### config.mk
export PLATFORM = sky130hd
export DESIGN_NAME = alu_arbiter
export DESIGN_NICKNAME = d
export VERILOG_FILES = /design/src/rtl/alu_pkg.sv /design/src/rtl/alu.sv /design/src/rtl/alu_arbiter.sv
export SDC_FILE = /design/constraint.sdc
export NUM_CORES = 1
export LEC_CHECK = 0
export ABC_CLOCK_PERIOD_IN_PS = 13800
export CORE_AREA = 10 10 145 147
export DETAILED_ROUTE_END_ITERATION = 7
export DIE_AREA = 0 0 155 157
export DONT_BUFFER_PORTS = 1
export SLEW_MARGIN = 20
export SYNTH_ARGS = -nofsm -noshare
export SYNTH_HDL_FRONTEND = slang
export SYNTH_HIERARCHICAL = 1
export SYNTH_SLANG_ARGS = --single-unit
### constraint.sdc
create_clock -name clk -period 13.8 [get_ports clk]
set_input_delay 2.07 -clock clk [delete_from_list [all_inputs] [get_ports clk]]
set_output_delay 2.07 -clock clk [all_outputs]
set_load 0.02 [all_outputs]
### src/rtl/alu_pkg.sv
// Shared ALU op codes, legal-op check and arbiter state encoding.
package alu_pkg;

  localparam logic [2:0] ALU_ADD = 3'b000;
  localparam logic [2:0] ALU_SUB = 3'b001;
  localparam logic [2:0] ALU_AND = 3'b010;
  localparam logic [2:0] ALU_OR  = 3'b011;
  localparam logic [2:0] ALU_SLT = 3'b101;

  typedef enum logic {
    ST_IDLE = 1'b0,
    ST_HOLD = 1'b1
  } arb_state_t;

  function automatic logic is_legal_op(input logic [2:0] op);
    return (op == ALU_ADD) || (op == ALU_SUB) || (op == ALU_AND) ||
           (op == ALU_OR)  || (op == ALU_SLT);
  endfunction

endpackage

### src/rtl/alu.sv
// Combinational 32-bit ALU: add, sub, and, or, unsigned slt.
module alu
  import alu_pkg::*;
(
  input  logic [31:0] SrcA,
  input  logic [31:0] SrcB,
  input  logic [2:0]  ALUControl,
  output logic [31:0] ALUResult
);

  always_comb begin
    ALUResult = 'x;
    case (ALUControl)
      ALU_ADD: ALUResult = SrcA + SrcB;
      ALU_SUB: ALUResult = SrcA - SrcB;
      ALU_AND: ALUResult = SrcA & SrcB;
      ALU_OR:  ALUResult = SrcA | SrcB;
      ALU_SLT: ALUResult = {31'd0, (SrcA < SrcB)};
      default: ALUResult = 'x;
    endcase
  end

endmodule

### src/rtl/alu_arbiter.sv
// Two-port arbiter sharing one ALU; a one-entry result slot is held per owner.
// Handshake: a transfer happens on an edge where valid && ready; valid never waits on ready.
module alu_arbiter
  import alu_pkg::*;
#(
  parameter bit RR_EN = 1'b1
) (
  input  logic        clk,
  input  logic        reset,
  input  logic        ReqValid0,
  input  logic        ReqValid1,
  output logic        ReqReady0,
  output logic        ReqReady1,
  input  logic [31:0] SrcA0,
  input  logic [31:0] SrcA1,
  input  logic [31:0] SrcB0,
  input  logic [31:0] SrcB1,
  input  logic [2:0]  ALUControl0,
  input  logic [2:0]  ALUControl1,
  output logic        RespValid0,
  output logic        RespValid1,
  input  logic        RespReady0,
  input  logic        RespReady1,
  output logic [31:0] ALUResult,
  output logic        Zero,
  output logic        Err,
  output logic [1:0]  DbgState
);

  arb_state_t  r_state;
  logic        r_owner;
  logic        r_last;
  logic [31:0] r_result;
  logic        r_zero;
  logic        r_err;

  logic        w_slot_free;
  logic        w_grant0;
  logic        w_grant1;
  logic [31:0] w_src_a;
  logic [31:0] w_src_b;
  logic [2:0]  w_op;
  logic [31:0] w_alu_result;
  logic        w_legal;

  assign w_slot_free = (r_state == ST_IDLE) || (r_owner ? RespReady1 : RespReady0);

  // Port 0 wins unless port 1 is alone or round-robin says port 0 went last.
  assign w_grant0 = !reset && w_slot_free && ReqValid0 &&
                    (!ReqValid1 || !RR_EN || r_last);
  assign w_grant1 = !reset && w_slot_free && ReqValid1 && !w_grant0;

  assign w_src_a = w_grant1 ? SrcA1 : SrcA0;
  assign w_src_b = w_grant1 ? SrcB1 : SrcB0;
  assign w_op    = w_grant1 ? ALUControl1 : ALUControl0;
  assign w_legal = is_legal_op(w_op);

  alu u_alu (
    .SrcA       (w_src_a),
    .SrcB       (w_src_b),
    .ALUControl (w_op),
    .ALUResult  (w_alu_result)
  );

  always_ff @(posedge clk) begin
    if (reset) begin
      r_state  <= ST_IDLE;
      r_owner  <= 1'b0;
      r_last   <= 1'b1;
      r_result <= 32'd0;
      r_zero   <= 1'b1;
      r_err    <= 1'b0;
    end else if (w_grant0 || w_grant1) begin
      r_state  <= ST_HOLD;
      r_owner  <= w_grant1;
      r_last   <= w_grant1;
      // Undefined ops never let the ALU's unknown result reach the register.
      r_result <= w_legal ? w_alu_result : 32'd0;
      r_zero   <= w_legal ? (w_alu_result == 32'd0) : 1'b1;
      r_err    <= !w_legal;
    end else if (r_state == ST_HOLD && w_slot_free) begin
      r_state  <= ST_IDLE;
    end
  end

  assign ReqReady0  = w_grant0;
  assign ReqReady1  = w_grant1;
  assign RespValid0 = (r_state == ST_HOLD) && !r_owner;
  assign RespValid1 = (r_state == ST_HOLD) && r_owner;
  assign ALUResult  = r_result;
  assign Zero       = r_zero;
  assign Err        = r_err;
  assign DbgState   = {r_owner, r_state == ST_HOLD};

endmodule

==> results of run 1 <==
-- critical path: stages --
cell      delay (ns)
a21bo_2         0.23
a211oi_4        0.42
buf_4           0.74
mux2_2          0.46
ha_1            0.21
fa_1            0.49
o21bai_1        0.20
a21oi_2         0.11
o211a_1         0.28
o211ai_1        0.31
a311oi_2        0.19
o41ai_2         0.48
o41ai_1         0.10
nand3b_1        0.30
nor4_1          0.34
nand4_1         0.17
nor3_1          0.16
a2111o_1        0.14
-- path summary, 6_finish.rpt --
| path | from | end | cells past startpoint | slack, ns |
|---|---|---|---|---|
| max | ReqValid1 | Zero$_SDFFE_PP1P_ | 18 | 6.60 |
| max reg2reg | r_owner$_SDFFE_PP0P_ | Zero$_SDFFE_PP1P_ | 18 | 7.82 |
| min reg2reg | r_last$_SDFFE_PP1P_ | r_last$_SDFFE_PP1P_ | 1 | 0.52 |
| min | r_last$_SDFFE_PP1P_ | r_last$_SDFFE_PP1P_ | 1 | 0.52 |
-- sequential cells by signal, indices dropped and copies added (netlist names) --
signal,count
Err,1
r_state,1
r_owner,1
r_last,1
ALUResult,32
Zero,1
-- per-stage QoR --
stage / instance area [sq um] / cells / utilization
after floorplan: 8000 / 1063 / -
after global placement: 7950 / 1238 / 0.434
after detailed placement: 7950 / 1238 / 0.434
after CTS: 8090 / 1245 / 0.441
after global routing: 8090 / 1245 / 0.441
final: 8090 / 1246 / 0.442
-- Yosys cell counts, drive strengths merged (8+ instances only) --
cell	count	area share
nand4	10	0.0078
nand2	50	0.024
mux2	67	0.094
mux2i	43	0.054
buf	41	0.039
clkbuf	27	0.013
inv	134	0.063
nor3	52	0.036
nor2b	9	0.0070
ha	97	0.15
nor4	15	0.014
nand3	16	0.010
nand2b	17	0.013
a221oi	12	0.015
nor2	69	0.032
o21ai	59	0.038
a21o	18	0.017
a22oi	9	0.0091
o211ai	14	0.014
or3	10	0.0078
o21a	11	0.010
o21bai	10	0.0094
a211oi	8	0.011
dfxtp	37	0.093
o31ai	9	0.0084
a21oi	95	0.066
o22ai	26	0.021
-- cell families after synthesis --
family                   after synthesis  synth area share
AO/OA/AOI/OAI                        348             0.316
adder cells (fa/ha/maj)               99             0.157
multiplexers                         110             0.149
XOR/XNOR                               2           0.00219
buffers and inverters                202             0.115
AND/OR/NAND/NOR                      265             0.168
flip-flops                            37            0.0926
-- layout by cell type (no fill, tap or decap), types with 6 or more instances in the layout --
master / synthesis / routed
inv_1: 129 / 129
a221oi_1: 9 / 9
nor2b_1: 9 / 9
o211ai_1: 12 / 12
nor2_1: 69 / 69
nand2b_1: 17 / 17
dfxtp_1: 37 / 37
o21bai_1: 10 / 10
a31oi_1: 6 / 6
buf_4: 12 / 9
a21o_1: 18 / 18
a21oi_1: 88 / 88
ha_1: 97 / 97
a221o_1: 7 / 7
nor3_1: 47 / 47
o21ai_0: 54 / 54
a22oi_1: 8 / 8
nand3_1: 16 / 16
o21a_1: 11 / 11
or3_1: 10 / 10
o31ai_1: 9 / 9
mux2i_1: 42 / 42
mux2_2: 67 / 67
nor4_1: 14 / 14
nand4_1: 10 / 10
nand2_1: 49 / 49
o22ai_1: 25 / 25
-- routing by layer --
| metal | global-route usage | wire length, um | up-vias |
|---|---|---|---|
| met2 | 0.364 | 13200 | 307 |
| met5 | 0 | 0 | - |
| li1 | - | - | 3757 |
| met3 | 0.0360 | 1800 | 34 |
| met1 | 0.242 | 10600 | 3642 |
| met4 | 0.0459 | 470 | 0 |
-- final cells by class --
| class | instances | area (sq um) | area share |
|---|---|---|---|
| Tap cell | 234 | 293 | 0.0362 |
| Timing Repair Buffer | 9 | 67.6 | 0.00835 |
| Multi-Input combinational cell | 824 | 6340 | 0.784 |
| Inverter | 134 | 503 | 0.0621 |
| Sequential cell | 37 | 741 | 0.0915 |
| Clock buffer | 7 | 143 | 0.0176 |
| Antenna cell | 1 | 2.50 | 0.000309 |
-- where the power goes --
part	leakage (uW)	switching (uW)	total, uW	internal [uW]
sequential	0.000302	19.6	136	117
combinational	0.00315	279	440	161
clock	0.0000700	39.1	110	70.8
==> run_results.csv, run 1 <==
group,metric,value,unit
synth,syn_nets,1302,
synth,yosysSeqAreaShare,0.0926,
synth,syn_area_per_cell,7.52,sq um
critical_path,crit_type,"in -> reg",
timing,clock-skew-final,0.00196,ns
critical_path,cp-start-kind,"input pin",
clocking,cts_hold_buf,0,
job,drv_cap,0,
clocking,cts_max_level,2,
critical_path,critPathArrivalTime,7.42,ns
timing,slew-limit-headroom,0.255,
floorplan,start_util,0.436,
power_and_ir_drop,powerDensity,84.8,mW/mm^2
detailed_routing,wl_per_cell,20.9,um
detailed_routing,ant_nets,0,
grt,grt_pass1_wl,41.0,mm
synth,syn_inst,1063,
timing,fmax,0.139,GHz
synth,synthArstFlopShare,0,
finish,fillers,1916,
detailed_routing,vias_per_cell,6.21,
clocking,path_clk_slew,0.05,ns
clocking,cts_resized,0,
synth,synth.ff_latch_count,37,
grt,antenna_found_initial,1,
clocking,cts-root-buf,"clkbuf_16",
timing,period_share,0.522,
critical_path,end_kind,"flop",
clocking,clockBufferDepth,2,
power_and_ir_drop,power.total,686,uW
detailed_routing,drcViolationCount,0,
critical_path,worstPathRequired,14.02,ns
synth,synth_flop_cell,"dfxtp_1",
synth,ys_warn_count,6,
min_path,min_path_type,"reg -> reg",
clocking,clk_latency,0.28,ns
power_and_ir_drop,p_leak,0.00353,uW
clocking,postCtsSetupBuffers,0,
floorplan,core-area,0.0183,sq mm
timing,hold_violations,0,
place,dpl_worst_slack,6.42,ns
critical_path,worst-path-max-fanout,63,
power_and_ir_drop,ir_drop,0.0000468,V
place,gp_congestion,0.920,
grt,gr-total-overflow,0,
floorplan,die_area,0.0243,sq mm
floorplan,die_w,155,um
timing,grt_setup_unrepaired,"no",
detailed_routing,via_count,7740,
timing,min_period,7.20,ns
grt,grt_max_degree,64,
detailed_routing,drtPass1Iterations,5,
timing,setup_viol,0,
timing,fin_setup_tns,0,ns
timing,worst_pin_slew,1.11,ns
detailed_routing,drt_iter0_markers,657,
synth,yosysUniqueCellTypes,95,
grt,grt_pass1_vias,7405,
finish,syn2layout_area_growth,1.20,%
place,dp_hpwl,20.5,mm
finish,layout.nets,1250,
clocking,clkSinkCount,37,
detailed_routing,route.final.wire_length,26.1,mm
synth,syn_area,0.00800,sq mm
synth,synth_edf_count,0,
grt,grt_use_total,0.202,
place,io_buffers,0,
timing,whs,0.520,ns
timing,setup_slack,6.60,ns
finish,final_layout_size_suffix_gt1_frac,0.142,
floorplan,rows,50,
floorplan,die_y,157,um
status,status,"finished, final reports clean",
floorplan,ios,180,
timing,maxSlewViolCount,0,
clocking,cts_made_buffers,5,
clocking,cts_tree,"done",
No activity file was read; power rests on OpenSTA's default activity.
==> run 2: changes to the inputs <==
- ABC_CLOCK_PERIOD_IN_PS: 13800 -> 7200
- clock period: 13.8 -> 7.2 ns (I/O delays scaled with it)
==> run 2 against run 1 <==
Combinational power is 93% higher; largest cell class unchanged; hold slack improved by 0.0055 ns; critical path type unchanged; non-clock buffer count up 4; sequential cell count is the same; sequential share of layout area is essentially flat; largest power group unchanged.
==> run_results.csv, run 2 (same netlist as run 1, synthesis figures left out) <==
group,metric,value,unit
clocking,cts_made_buffers,5,
floorplan,die_area,0.0243,sq mm
finish,layout_common_cells,"inv_1 (129), ha_1 (97), a21oi_1 (88)",
finish,layout.nets,1254,
floorplan,start_util,0.436,
place,gp_congestion,0.962,
min_path,holdPathStages,1,
min_path,hold_start,"r_last$_SDFFE_PP1P_",
grt,grt_use_total,0.201,
place,dp_hpwl,20.7,mm
critical_path,critPathArrivalTime,5.90,ns
clocking,clkSinkCount,37,
clocking,postCtsSetupBuffers,0,
clocking,cts_hold_buf,0,
timing,fin_setup_tns,0,ns
floorplan,core-area,0.0183,sq mm
clocking,clk_latency,0.28,ns
critical_path,slowest_stage,"a211oi_4",
finish,syn2layout_area_growth,1.66,%
floorplan,rows,50,
min_path,min_path_type,"reg -> reg",
place,io_buffers,0,
power_and_ir_drop,ir_drop,0.0000859,V
timing,hold_violations,0,
timing,slew-limit-headroom,0.300,
floorplan,ios,180,
grt,antenna_found_initial,0,
timing,min_period,5.68,ns
min_path,min_to,"r_last$_SDFFE_PP1P_",
timing,fmax,0.176,GHz
clocking,cts_tree,"done",
clocking,cts_resized,0,
critical_path,r2r-start,"r_owner$_SDFFE_PP0P_",
critical_path,startpoint,"ReqValid1",
critical_path,rr_worst_depth,18,
timing,maxSlewViolCount,0,
timing,period_share,0.789,
detailed_routing,via_count,7742,
clocking,cts-root-buf,"clkbuf_16",
timing,clock-skew-final,0.00566,ns
grt,grt_max_degree,45,
detailed_routing,drtPass1Iterations,5,
critical_path,r2r_setup_slack,1.73,ns
clocking,clockBufferDepth,2,
power_and_ir_drop,p_leak,0.00355,uW
timing,worst_pin_slew,1.05,ns
critical_path,cp_common_cell,"o21ai_0",
detailed_routing,drcViolationCount,0,
clocking,cts_max_level,2,
power_and_ir_drop,powerDensity,162,mW/mm^2
critical_path,crit_type,"in -> reg",
critical_path,slowest_delay,0.67,ns
job,drv_cap,0,
finish,final_layout_size_suffix_gt1_frac,0.147,
grt,grt_pass1_vias,7398,
finish,num_antenna_cells,0,
timing,setup_viol,0,
detailed_routing,wl_per_cell,20.8,um
critical_path,cp-start-kind,"input pin",
critical_path,end_kind,"flop",
detailed_routing,drt_iter0_markers,708,
status,status,"finished, final reports clean",
finish,largest_reg_flops,32,
detailed_routing,vias_per_cell,6.19,
finish,layout_commonest_cell,"inv_1",
power_and_ir_drop,power.total,1320,uW
critical_path,worstPathRequired,7.42,ns
grt,grt_pass1_wl,40.7,mm
critical_path,worst-path-max-fanout,44,
clocking,path_clk_slew,0.06,ns
grt,gr-total-overflow,0,
finish,fillers,1907,
floorplan,die_w,155,um
critical_path,timing.rr.end,"Zero$_SDFFE_PP1P_",
detailed_routing,route.final.wire_length,26.1,mm
detailed_routing,ant_nets,0,
floorplan,die_y,157,um
critical_path,crit_chain,"a21bo_2 > a211oi_4 > buf_12 > mux2_2 > inv_1 > ha_1 > a21oi_1 > o21ai_0 > a221oi_1 > o21a_1 > o21ai_0 > o21ai_0 > mux2i_1 > o21ai_0 > nor4_1 > nand4_1 > nor3_1 > a2111o_1",
timing,grt_setup_unrepaired,"no",
-- run 2: changes by cell type in the layout (fill, tap and decap cells not counted), sizes merged --
cell | previous run | this run
clkinv | 0 | 2
clkbuf | 7 | 6
diode | 1 | 0
buf | 9 | 13
-- run 2: area by class of cell --
| class | instances | area (sq um) | area share |
|---|---|---|---|
| Tap cell | 234 | 293 | 0.0360 |
| Multi-Input combinational cell | 824 | 6340 | 0.780 |
| Inverter | 134 | 503 | 0.0619 |
| Clock inverter | 2 | 10.0 | 0.00123 |
| Timing Repair Buffer | 13 | 110 | 0.0135 |
| Clock buffer | 6 | 129 | 0.0159 |
| Sequential cell | 37 | 741 | 0.0911 |
-- run 2: how the worst max path moves through the flow --
stage | endpoint | slack (ns) | depth (start not counted)
after global routing | Zero$_SDFFE_PP1P_ | 1.22 | 18
after floorplan | Zero$_SDFFE_PP1P_ | 2.14 | 18
after global placement | Zero$_SDFFE_PP1P_ | 1.27 | 18
final | Zero$_SDFFE_PP1P_ | 1.52 | 18
after CTS | Zero$_SDFFE_PP1P_ | 1.57 | 18
after detailed placement | Zero$_SDFFE_PP1P_ | 1.30 | 18
-- run 2: layer usage --
layer / wire length, um / part of all wire / vias up / global-route usage
met2: 13100 / 0.50 / 331 / 0.360
met5: 0 / 0 / - / 0
met1: 11000 / 0.42 / 3622 / 0.246
met3: 1460 / 0.056 / 42 / 0.0308
met4: 531 / 0.020 / 0 / 0.0445
li1: - / - / 3747 / -
-- run 2: per-stage QoR --
stage | setup WS (ns) | util | hold WS [ns] | area [sq um] | std cells
4_1_cts | 1.57 | 0.444 | 0.521 | 8130 | 1250
3_3_place_gp | 1.27 | 0.436 | 0.510 | 7990 | 1242
5_1_grt | 1.22 | 0.444 | 0.541 | 8130 | 1250
3_5_place_dp | 1.30 | 0.436 | 0.505 | 7990 | 1242
6_report | 1.52 | 0.444 | 0.526 | 8130 | 1250
2_1_floorplan | 2.14 | - | 0.479 | 8000 | 1063
-- run 2: where the power goes --
group / internal, uW / total, uW / switching [uW]
Sequential: 223 / 261 / 37.1
Clock: 127 / 206 / 79.3
Combinational: 312 / 850 / 538
Total: 662 / 1320 / 654
-- run 2: critical path: cells and delay by family --
family / cells / cell delay (ns)
AOI/OAI and AO/OA: 10 / 2.80
adders and majority gates: 1 / 0.31
muxes: 2 / 0.61
buffers and inverters: 2 / 0.39
and+or+nand+nor: 3 / 0.66
